`config.mk`:
```
export PLATFORM = sky130hd
export DESIGN_NAME = ex_operand_stage
export DESIGN_NICKNAME = d
export VERILOG_FILES = /design/src/rtl/ex_operand_stage.sv
export SDC_FILE = /design/constraint.sdc
export NUM_CORES = 1
export LEC_CHECK = 0
export CAP_MARGIN = 25
export CORE_MARGIN = 5
export CORE_UTILIZATION = 39
export DETAILED_ROUTE_END_ITERATION = 10
export PLACE_DENSITY = 0.77
export SYNTH_ARGS = -nofsm -noshare
export SYNTH_HDL_FRONTEND = slang
export SYNTH_SLANG_ARGS = --single-unit
```
`constraint.sdc`:
```
create_clock -name clk -period 5.05 [get_ports clk]
set_input_delay 0.7575 -clock clk [delete_from_list [all_inputs] [get_ports clk]]
set_output_delay 0.7575 -clock clk [all_outputs]
set_load 0.02 [all_outputs]
```
`src/rtl/ex_operand_stage.sv`:
```
// Execute-stage operand register: captures the decoded instruction and resolves
// ALU operands with EX/MEM and MEM/WB forwarding.
module ex_operand_stage #(
    parameter int DATA_WIDTH     = 32,
    parameter int OPCODE_LENGTH  = 4,
    parameter int REG_ADDR_WIDTH = 5
) (
    input  logic                      clk,
    input  logic                      reset,
    input  logic                      in_valid,
    input  logic                      stall,
    input  logic                      flush,
    input  logic [REG_ADDR_WIDTH-1:0] in_rs1_addr,
    input  logic [REG_ADDR_WIDTH-1:0] in_rs2_addr,
    input  logic [DATA_WIDTH-1:0]     in_rs1_data,
    input  logic [DATA_WIDTH-1:0]     in_rs2_data,
    input  logic [DATA_WIDTH-1:0]     in_imm,
    input  logic [DATA_WIDTH-1:0]     in_pc,
    input  logic                      in_alu_src_a_pc,
    input  logic                      in_alu_src_b_imm,
    input  logic [OPCODE_LENGTH-1:0]  in_alu_op,
    input  logic [REG_ADDR_WIDTH-1:0] in_rd_addr,
    input  logic                      in_reg_write,
    input  logic                      exmem_reg_write,
    input  logic [REG_ADDR_WIDTH-1:0] exmem_rd_addr,
    input  logic [DATA_WIDTH-1:0]     exmem_alu_result,
    input  logic                      memwb_reg_write,
    input  logic [REG_ADDR_WIDTH-1:0] memwb_rd_addr,
    input  logic [DATA_WIDTH-1:0]     memwb_wb_data,
    output logic [DATA_WIDTH-1:0]     SrcA,
    output logic [DATA_WIDTH-1:0]     SrcB,
    output logic [OPCODE_LENGTH-1:0]  Operation,
    output logic                      out_valid,
    output logic [REG_ADDR_WIDTH-1:0] out_rd_addr,
    output logic                      out_reg_write,
    output logic [DATA_WIDTH-1:0]     out_store_data,
    output logic [DATA_WIDTH-1:0]     out_pc
);

    // Unused opcode that the ALU maps to a zero result.
    localparam logic [OPCODE_LENGTH-1:0] BUBBLE_OP = {OPCODE_LENGTH{1'b1}};

    logic                      valid_q,      valid_d;
    logic                      reg_write_q,  reg_write_d;
    logic [OPCODE_LENGTH-1:0]  op_q,         op_d;
    logic [REG_ADDR_WIDTH-1:0] rs1_addr_q,   rs1_addr_d;
    logic [REG_ADDR_WIDTH-1:0] rs2_addr_q,   rs2_addr_d;
    logic [DATA_WIDTH-1:0]     rs1_data_q,   rs1_data_d;
    logic [DATA_WIDTH-1:0]     rs2_data_q,   rs2_data_d;
    logic [DATA_WIDTH-1:0]     imm_q,        imm_d;
    logic [DATA_WIDTH-1:0]     pc_q,         pc_d;
    logic                      src_a_pc_q,   src_a_pc_d;
    logic                      src_b_imm_q,  src_b_imm_d;
    logic [REG_ADDR_WIDTH-1:0] rd_addr_q,    rd_addr_d;

    logic [DATA_WIDTH-1:0]     fwd_a_s;
    logic [DATA_WIDTH-1:0]     fwd_b_s;

    // EX/MEM beats MEM/WB; index 0 is hard-wired zero and never forwarded.
    function automatic logic [DATA_WIDTH-1:0] fwd_value(
        input logic [REG_ADDR_WIDTH-1:0] src_addr,
        input logic [DATA_WIDTH-1:0]     src_data,
        input logic                      em_we,
        input logic [REG_ADDR_WIDTH-1:0] em_rd,
        input logic [DATA_WIDTH-1:0]     em_data,
        input logic                      mw_we,
        input logic [REG_ADDR_WIDTH-1:0] mw_rd,
        input logic [DATA_WIDTH-1:0]     mw_data
    );
        logic [DATA_WIDTH-1:0] res;
        if (em_we && (em_rd != {REG_ADDR_WIDTH{1'b0}}) && (em_rd == src_addr)) begin
            res = em_data;
        end else if (mw_we && (mw_rd != {REG_ADDR_WIDTH{1'b0}}) && (mw_rd == src_addr)) begin
            res = mw_data;
        end else begin
            res = src_data;
        end
        return res;
    endfunction

    // Next-state selection: flush, then stall, then capture.
    always_comb begin
        valid_d     = valid_q;
        reg_write_d = reg_write_q;
        op_d        = op_q;
        rs1_addr_d  = rs1_addr_q;
        rs2_addr_d  = rs2_addr_q;
        rs1_data_d  = rs1_data_q;
        rs2_data_d  = rs2_data_q;
        imm_d       = imm_q;
        pc_d        = pc_q;
        src_a_pc_d  = src_a_pc_q;
        src_b_imm_d = src_b_imm_q;
        rd_addr_d   = rd_addr_q;
        if (flush) begin
            valid_d     = 1'b0;
            reg_write_d = 1'b0;
            op_d        = BUBBLE_OP;
            rs1_addr_d  = {REG_ADDR_WIDTH{1'b0}};
            rs2_addr_d  = {REG_ADDR_WIDTH{1'b0}};
            rs1_data_d  = {DATA_WIDTH{1'b0}};
            rs2_data_d  = {DATA_WIDTH{1'b0}};
            imm_d       = {DATA_WIDTH{1'b0}};
            pc_d        = {DATA_WIDTH{1'b0}};
            src_a_pc_d  = 1'b0;
            src_b_imm_d = 1'b0;
            rd_addr_d   = {REG_ADDR_WIDTH{1'b0}};
        end else if (stall) begin
            valid_d     = valid_q;
            reg_write_d = reg_write_q;
        end else begin
            valid_d     = in_valid;
            reg_write_d = in_reg_write & in_valid;
            op_d        = in_alu_op;
            rs1_addr_d  = in_rs1_addr;
            rs2_addr_d  = in_rs2_addr;
            rs1_data_d  = in_rs1_data;
            rs2_data_d  = in_rs2_data;
            imm_d       = in_imm;
            pc_d        = in_pc;
            src_a_pc_d  = in_alu_src_a_pc;
            src_b_imm_d = in_alu_src_b_imm;
            rd_addr_d   = in_rd_addr;
        end
    end

    // Stage register; reset loads the bubble.
    always_ff @(posedge clk or posedge reset) begin
        if (reset) begin
            valid_q     <= 1'b0;
            reg_write_q <= 1'b0;
            op_q        <= BUBBLE_OP;
            rs1_addr_q  <= {REG_ADDR_WIDTH{1'b0}};
            rs2_addr_q  <= {REG_ADDR_WIDTH{1'b0}};
            rs1_data_q  <= {DATA_WIDTH{1'b0}};
            rs2_data_q  <= {DATA_WIDTH{1'b0}};
            imm_q       <= {DATA_WIDTH{1'b0}};
            pc_q        <= {DATA_WIDTH{1'b0}};
            src_a_pc_q  <= 1'b0;
            src_b_imm_q <= 1'b0;
            rd_addr_q   <= {REG_ADDR_WIDTH{1'b0}};
        end else begin
            valid_q     <= valid_d;
            reg_write_q <= reg_write_d;
            op_q        <= op_d;
            rs1_addr_q  <= rs1_addr_d;
            rs2_addr_q  <= rs2_addr_d;
            rs1_data_q  <= rs1_data_d;
            rs2_data_q  <= rs2_data_d;
            imm_q       <= imm_d;
            pc_q        <= pc_d;
            src_a_pc_q  <= src_a_pc_d;
            src_b_imm_q <= src_b_imm_d;
            rd_addr_q   <= rd_addr_d;
        end
    end

    // Forwarding is evaluated every cycle so a stalled instruction sees fresh results.
    always_comb begin
        fwd_a_s = fwd_value(rs1_addr_q, rs1_data_q, exmem_reg_write, exmem_rd_addr,
                            exmem_alu_result, memwb_reg_write, memwb_rd_addr, memwb_wb_data);
        fwd_b_s = fwd_value(rs2_addr_q, rs2_data_q, exmem_reg_write, exmem_rd_addr,
                            exmem_alu_result, memwb_reg_write, memwb_rd_addr, memwb_wb_data);
    end

    // Operand muxing and output drive.
    always_comb begin
        if (src_a_pc_q) begin
            SrcA = pc_q;
        end else begin
            SrcA = fwd_a_s;
        end
        if (src_b_imm_q) begin
            SrcB = imm_q;
        end else begin
            SrcB = fwd_b_s;
        end
        out_store_data = fwd_b_s;
        Operation      = op_q;
        out_valid      = valid_q;
        out_reg_write  = reg_write_q;
        out_rd_addr    = rd_addr_q;
        out_pc         = pc_q;
    end

endmodule

```
==> summary.md, run 1 <==
| Metric | Value |
|---|---|
| Top FF cell, synth | `dfrtp_1` |
| HP Start | `rs2_data_q[1]$_DFFE_PP0P_` |
| Setup-violating endpoint count in the final report | `0` |
| Overall global routing resource usage | `25.93%` |
| Syn. warnings | `0` |
| Unique cell type count in the Yosys netlist | `32` |
| CP Capture Type | `output port` |
| Via/cell ratio | `5.346` |
| Max clock buf depth | `2` |
| GPL Wtd Cong | `0.9585` |
| Largest area contributor in the netlist | `dfrtp_1` |
| DRT Wirelength | `34360 µm` |
| PortBufs | `369` |
| Post_cts resized | `0` |
| Worst-path fanout max | `96` |
| Post-CTS Setup Bufs | `0` |
| Final Hold Fails | `0` |
| Crit path cell chain | `clkdlybuf4s50_1 -> or4_1 -> o211a_2 -> nand2_2 -> buf_12 -> nor3_1 -> a221oi_1 -> clkdlybuf4s50_1` |
| IR drop worst, VDD | `0.0002027 V` |
| GR Util met1 | `34.68%` |
| Drc violations | `0` |
| Worst setup path startpoint | `exmem_rd_addr[1]` |
| Detailed Route Iter0 Violations | `670` |
| Die H | `160.6 µm` |
| Relative slew slack | `37.91%` |
| Placed cells | `1549` |
| RSZ-0062 raised after global routing | `false` |
| Comb pwr share | `25.5%` |
| Antenna Violating Nets Remaining | `0` |
| CP max stage cell | `clkdlybuf4s50_1` |
| Routed WL per cell | `21.71 µm` |
| Non-Filler Instances | `1583` |
| Ys async rst share | `100.0%` |
| Clock Sinks | `151` |
| P_sw | `1.065 mW` |
| Worst-Margin Slew | `0.9313 ns` |
| Clock Power Share | `37.4%` |
| Die Footprint | `25790 µm²` |
| Net Count, Synth | `1190` |
| Status | `completed` |
| Top-area cell type share of the netlist area | `41.59%` |
| Worst-Skew Late Latency | `0.41 ns` |
| CTS clk-pin slew, worst paths | `0.06 ns` |
| H-tree depth | `4` |
| Max Slew Vio Count | `0` |
| Setup_tns | `0 ns` |
| Dpl hpwl | `26130 µm` |
| First-pass GRT wire length | `51740 µm` |
| Std cell rows | `55` |
| Leakage | `5.833 nW` |
| Sw Ratio | `29.56%` |
| Power per cell area | `270.0 nW/µm²` |
| Avg Cell Area, Syn | `9.223 µm²` |
| Largest cells by area after synthesis | `dfrtp_1, mux2i_1, nor2_1` |
| Clock Skew | `0 ns` |
| Synth cell count leaders | `nor2_1, mux2i_1, dfrtp_1, inv_1, nor3_1` |
| Cts hold-fix bufs | `0` |
| Global route overflow | `0` |
| CTS tree | `built` |
| Seq/Total Area, Yosys | `42.78%` |
| Max-cap violations | `0` |
| R2R Path Start | `src_a_pc_q$_DFFE_PP0P_` |
| Final worst path period share | `86.80%` |
| Cell mode on critical path | `clkdlybuf4s50_1` |
| Largest net degree at the start of global routing | `97` |
| P_int | `2.538 mW` |
| Most instantiated library cell after synthesis | `nor2_1` |
| Upper clock frequency limit | `228.1 MHz` |
| Hold Slack | `0.5216 ns` |
| Post-synth EDFFs | `0` |
| Area Overhead vs Synth | `50.87%` |
| I/O pin cnt | `370` |
| Sequential share of power | `37.1%` |
| Die W | `160.6 µm` |
| Final core occ | `59.30%` |
| Initial antenna violation count | `5` |
| Drt pass-1 iters | `5` |
| Core ar. | `22500 µm²` |
| WS Path Type | `input pin to output port` |
| Vias in the first global route | `8546` |
| Filler cells | `1980` |
| Initial Utilization | `39.30%` |
| Area of the multi-input gates | `4476 µm²` |
| Synthesized cell area | `8845 µm²` |
| Critical Path RT | `4.29 ns` |
| Crit path arrival time | `3.63 ns` |
| Via count | `8462` |
| Grt met3 use | `6.467%` |
| Global route hottest layer | `met2` |
| TritonCTS buffer count | `17` |
| Final Power | `3.603 mW` |
| Hold WC Path Type | `flop to flop` |
| Register area | `3786 µm²` |
| Met2 Use GR | `40.91%` |
| Synth Register Bits | `151` |
| Layout Nets | `1514` |
| Largest stage delay, worst path | `0.66 ns` |
| Share of post-route cells with drive strength above 1 | `7.330%` |
| CTS root buf | `clkbuf_16` |
| CP Launch Type | `input pin` |
| Syn Inst Count | `959` |
| Crit path time final | `4.383 ns` |
through the flow:
stage               setup slack, ns  area [µm²]
CTS                          0.7051       13340
global route                 0.5189       13340
detailed placement           0.7071       12720
floorplan                    0.2344        8845
global placement             0.7752       12720
finish                       0.6665       13340
routing by layer:
metal	wire length, µm	up-vias
met5	47	-
met4	1204	6
met3	2415	80
met2	15890	363
met1	14800	4043
li1	-	3970
power groups by stage:
| stage | registers (mW) | logic, mW | clock network (mW) |
|---|---|---|---|
| 2_1_floorplan | 1.36 | 0.424 | 0 |
| 3_3_place_gp | 1.35 | 0.915 | 0 |
| 5_1_grt | 1.35 | 0.978 | 1.43 |
| 3_5_place_dp | 1.36 | 0.923 | 0 |
| 6_report | 1.34 | 0.921 | 1.35 |
| 4_1_cts | 1.34 | 0.927 | 1.37 |
critical path, delay by kind of cell:
family,cells,cell delay (ns)
compound gates,2,0.58
buf+inv,3,1.43
simple gates,3,0.76
final cells by class:
| class | count | area share (%) |
|---|---|---|
| multi-input combinational | 662 | 33.54 |
| clock inverter | 14 | 1.388 |
| timing repair buffer | 386 | 28.91 |
| antenna | 2 | 0.03751 |
| inverter | 65 | 1.866 |
| sequential | 151 | 28.37 |
| tap | 285 | 2.672 |
| clock buffer | 18 | 3.216 |
state kept, by name, indices dropped and copies added (netlist names):
| register | count |
|---|---|
| src_a_pc_q | 1 |
| rs2_addr_q | 5 |
| out_reg_write | 1 |
| out_pc | 32 |
| imm_q | 32 |
| out_valid | 1 |
| out_rd_addr | 5 |
| Operation | 4 |
| rs1_addr_q | 5 |
| rs1_data_q | 32 |
| rs2_data_q | 32 |
| src_b_imm_q | 1 |
logic make-up after synthesis:
family	count (synthesis)	share of synthesized area (%)
AND/OR/NAND/NOR	327	15.24
multiplexers	177	20.03
flip-flops	151	42.78
buffers and inverters	146	6.918
AO/OA/AOI/OAI	139	13.16
XOR/XNOR	19	1.881
cell usage in the layout (no fill, tap or decap), types with 3 or more instances in the layout:
cell / count
clkbuf_16: 17
a211o_1: 4
xnor2_1: 19
mux2i_1: 177
dfstp_2: 4
buf_4: 16
nand2_1: 36
a221oi_1: 32
clkdlybuf4s50_1: 366
bufinv_16: 3
inv_6: 7
inv_1: 64
dfrtp_1: 145
nor2_1: 212
o31ai_2: 30
nor2b_1: 5
a21oi_1: 33
nor3_1: 64
a211oi_1: 32
buf_12: 3
path summary, 6_finish.rpt:
path,end,slack [ns],cells past startpoint
max,SrcB[13],0.67,8
min,rs2_data_q[1]$_DFFE_PP0P_,0.52,2
max reg2reg,src_a_pc_q$_DFFE_PP0P_,3.33,3
min reg2reg,rs2_data_q[1]$_DFFE_PP0P_,0.52,2
max in group asynchronous,imm_q[6]$_DFFE_PP0P_,3.12,3
min in group asynchronous,out_pc[31]$_DFFE_PP0P_,0.87,2
Power figures use the tool's default switching activity.
==> run 2, diff against run 1 <==
- CORE_UTILIZATION: 39 -> 40
- CTS_BUF_LIST: not set -> sky130_fd_sc_hd__clkbuf_4
- CTS_CLUSTER_DIAMETER: not set -> 100
- PLACE_DENSITY: 0.77 -> 0.79
==> summary.md, run 2 (synthesis results as in run 1) <==
| Metric | Value |
|---|---|
| Antenna Violating Nets Remaining | `0 (unchanged)` |
| Commonest non-fill, non-tap cell in the layout | `clkdlybuf4s50_1 (unchanged)` |
| Crit path time final | `4.465 ns (was 4.383 ns)` |
| Share of post-route cells with drive strength above 1 | `7.407% (was 7.330%)` |
| Power per cell area | `237.0 nW/µm² (was 270.0 nW/µm²)` |
| Global route overflow | `0 (unchanged)` |
| Worst-Skew Late Latency | `0.57 ns (was 0.41 ns)` |
| Hold WC Path Type | `flop to flop (unchanged)` |
| H-tree depth | `4 (unchanged)` |
| Area Overhead vs Synth | `47.19% (was 50.87%)` |
| CP max stage cell | `clkdlybuf4s50_1 (unchanged)` |
| I/O pin cnt | `370 (unchanged)` |
| Drc violations | `0 (unchanged)` |
| CTS clk-pin slew, worst paths | `0.13 ns (was 0.06 ns)` |
| GPL Wtd Cong | `0.9603 (was 0.9585)` |
| Routed WL per cell | `22.37 µm (was 21.71 µm)` |
| Max-cap violations | `0 (unchanged)` |
| First-pass GRT wire length | `53920 µm (was 51740 µm)` |
| IR drop worst, VDD | `0.0001442 V (was 0.0002027 V)` |
| Final Hold Fails | `0 (unchanged)` |
| CTS tree | `built (unchanged)` |
| Fin area | `13020 µm² (was 13340 µm²)` |
| Die W | `158.7 µm (was 160.6 µm)` |
| Final worst path period share | `88.41% (was 86.80%)` |
| PortBufs | `369 (unchanged)` |
| Setup_tns | `0 ns (unchanged)` |
| Via count | `8554 (was 8462)` |
| Crit path arrival time | `3.71 ns (was 3.63 ns)` |
| WS Path Type | `input pin to output port (unchanged)` |
| Dpl hpwl | `26750 µm (was 26130 µm)` |
| Die H | `158.7 µm (was 160.6 µm)` |
| Critical Path RT | `4.29 ns (about the same)` |
| Crit path buffers/inverters | `3 (unchanged)` |
| Post_cts resized | `0 (unchanged)` |
| Cts hold-fix bufs | `0 (unchanged)` |
| Largest net degree at the start of global routing | `105 (was 97)` |
| CP Launch Type | `input pin (unchanged)` |
| Std cell rows | `54 (was 55)` |
| Core ar. | `21820 µm² (was 22500 µm²)` |
| Overall global routing resource usage | `27.16% (was 25.93%)` |
| Drt pass-1 iters | `5 (unchanged)` |
| CP Capture Type | `output port (unchanged)` |
| Detailed Route Iter0 Violations | `648 (was 670)` |
| RSZ-0062 raised after global routing | `false (unchanged)` |
| Status | `completed (unchanged)` |
| Non-Filler Instances | `1579 (was 1583)` |
| Commonest cells after routing, fill and taps aside | `clkdlybuf4s50_1, nor2_1, mux2i_1, dfrtp_1 (unchanged)` |
| Worst-path fanout max | `32 (was 96)` |
| Layout Nets | `1514 (unchanged)` |
| Relative slew slack | `28.43% (was 37.91%)` |
| Placed cells | `1544 (was 1549)` |
| Setup-violating endpoint count in the final report | `0 (unchanged)` |
| Max clock buf depth | `2 (unchanged)` |
| Leakage | `5.696 nW (was 5.833 nW)` |
| Clock Sinks | `151 (unchanged)` |
| Max Slew Vio Count | `0 (unchanged)` |
| Cell mode on critical path | `clkdlybuf4s50_1 (unchanged)` |
| Via/cell ratio | `5.417 (was 5.346)` |
| Final core occ | `59.65% (was 59.30%)` |
| Final Power | `3.085 mW (was 3.603 mW)` |
| Worst-Margin Slew | `1.074 ns (was 0.9313 ns)` |
| Upper clock frequency limit | `224.0 MHz (was 228.1 MHz)` |
| Initial antenna violation count | `4 (was 5)` |
| CTS root buf | `clkbuf_4 (was clkbuf_16)` |
| TritonCTS buffer count | `17 (unchanged)` |
| Die Footprint | `25190 µm² (was 25790 µm²)` |
| Vias in the first global route | `8682 (was 8546)` |
| Largest stage delay, worst path | `0.67 ns (was 0.66 ns)` |
| Placed Area | `12710 µm² (was 12720 µm²)` |
| Clock Skew | `0 ns (unchanged)` |
| Post-CTS Setup Bufs | `0 (unchanged)` |
| Initial Utilization | `40.53% (was 39.30%)` |
| Crit path cell chain | `clkdlybuf4s50_1 -> or4_1 -> o211a_2 -> nand2_4 -> buf_4 -> nor3_1 -> a221oi_1 -> clkdlybuf4s50_1 (was clkdlybuf4s50_1 -> or4_1 -> o211a_2 -> nand2_2 -> buf_12 -> nor3_1 -> a221oi_1 -> clkdlybuf4s50_1)` |
| Cell family with most CP delay | `buffers and inverters (unchanged)` |
| DRT Wirelength | `35320 µm (was 34360 µm)` |
-- run 2: worst paths after layout --
| check | cells after the start | slack [ns] | endpoint | startpoint |
|---|---|---|---|---|
| min reg2reg | 2 | 0.54 | rs1_data_q[2]$_DFFE_PP0P_ | rs1_data_q[2]$_DFFE_PP0P_ |
| max reg2reg | 2 | 3.64 | src_a_pc_q$_DFFE_PP0P_ | src_a_pc_q$_DFFE_PP0P_ |
| max in group asynchronous | 3 | 3.25 | rs2_data_q[25]$_DFFE_PP0P_ | reset |
| max | 8 | 0.59 | SrcB[29] | exmem_rd_addr[2] |
| min in group asynchronous | 2 | 0.72 | out_pc[31]$_DFFE_PP0P_ | reset |
| min | 2 | 0.54 | rs1_data_q[2]$_DFFE_PP0P_ | rs1_data_q[2]$_DFFE_PP0P_ |
-- run 2: cell type report --
type | count | area (µm²)
well taps | 280 | 350.3
repair buffers | 386 | 3845
fillers | 1907 | 8805
flip-flops and latches | 151 | 3786
inverters | 65 | 249.0
clock buffers | 18 | 135.1
diodes | 3 | 7.507
clock inverters | 14 | 165.2
multi-input cells | 662 | 4481
-- run 2: where the power goes --
part           switching, mW  internal [mW]  leakage, nW
combinational          0.455          0.466         3.55
sequential            0.0684           1.28         1.99
clock                  0.503          0.315        0.151
-- run 2: stage by stage --
stage	hold WS, ns	setup slack (ns)
after floorplan	0.4885	0.2344
after global placement	0.4986	0.6199
after detailed placement	0.5135	0.5990
after CTS	0.5448	0.6068
after global routing	0.5632	0.4379
final	0.5411	0.5853
-- run 2: routing by layer --
metal | vias up | wire, µm | part of all wire, % | global-route usage [%]
met4 | 2 | 1493 | 4.2 | 12.55
met1 | 4089 | 15410 | 44 | 37.00
met5 | - | 11 | 0.031 | 0
met2 | 415 | 15560 | 44 | 40.08
li1 | 3966 | - | - | -
met3 | 82 | 2845 | 8.1 | 7.646
-- run 2: worst register-to-register path, cell delays in order, from the launching register on --
cell	delay, ns
dfrtp_2	1.04
mux2i_1	0.18
nor2_1	0.12
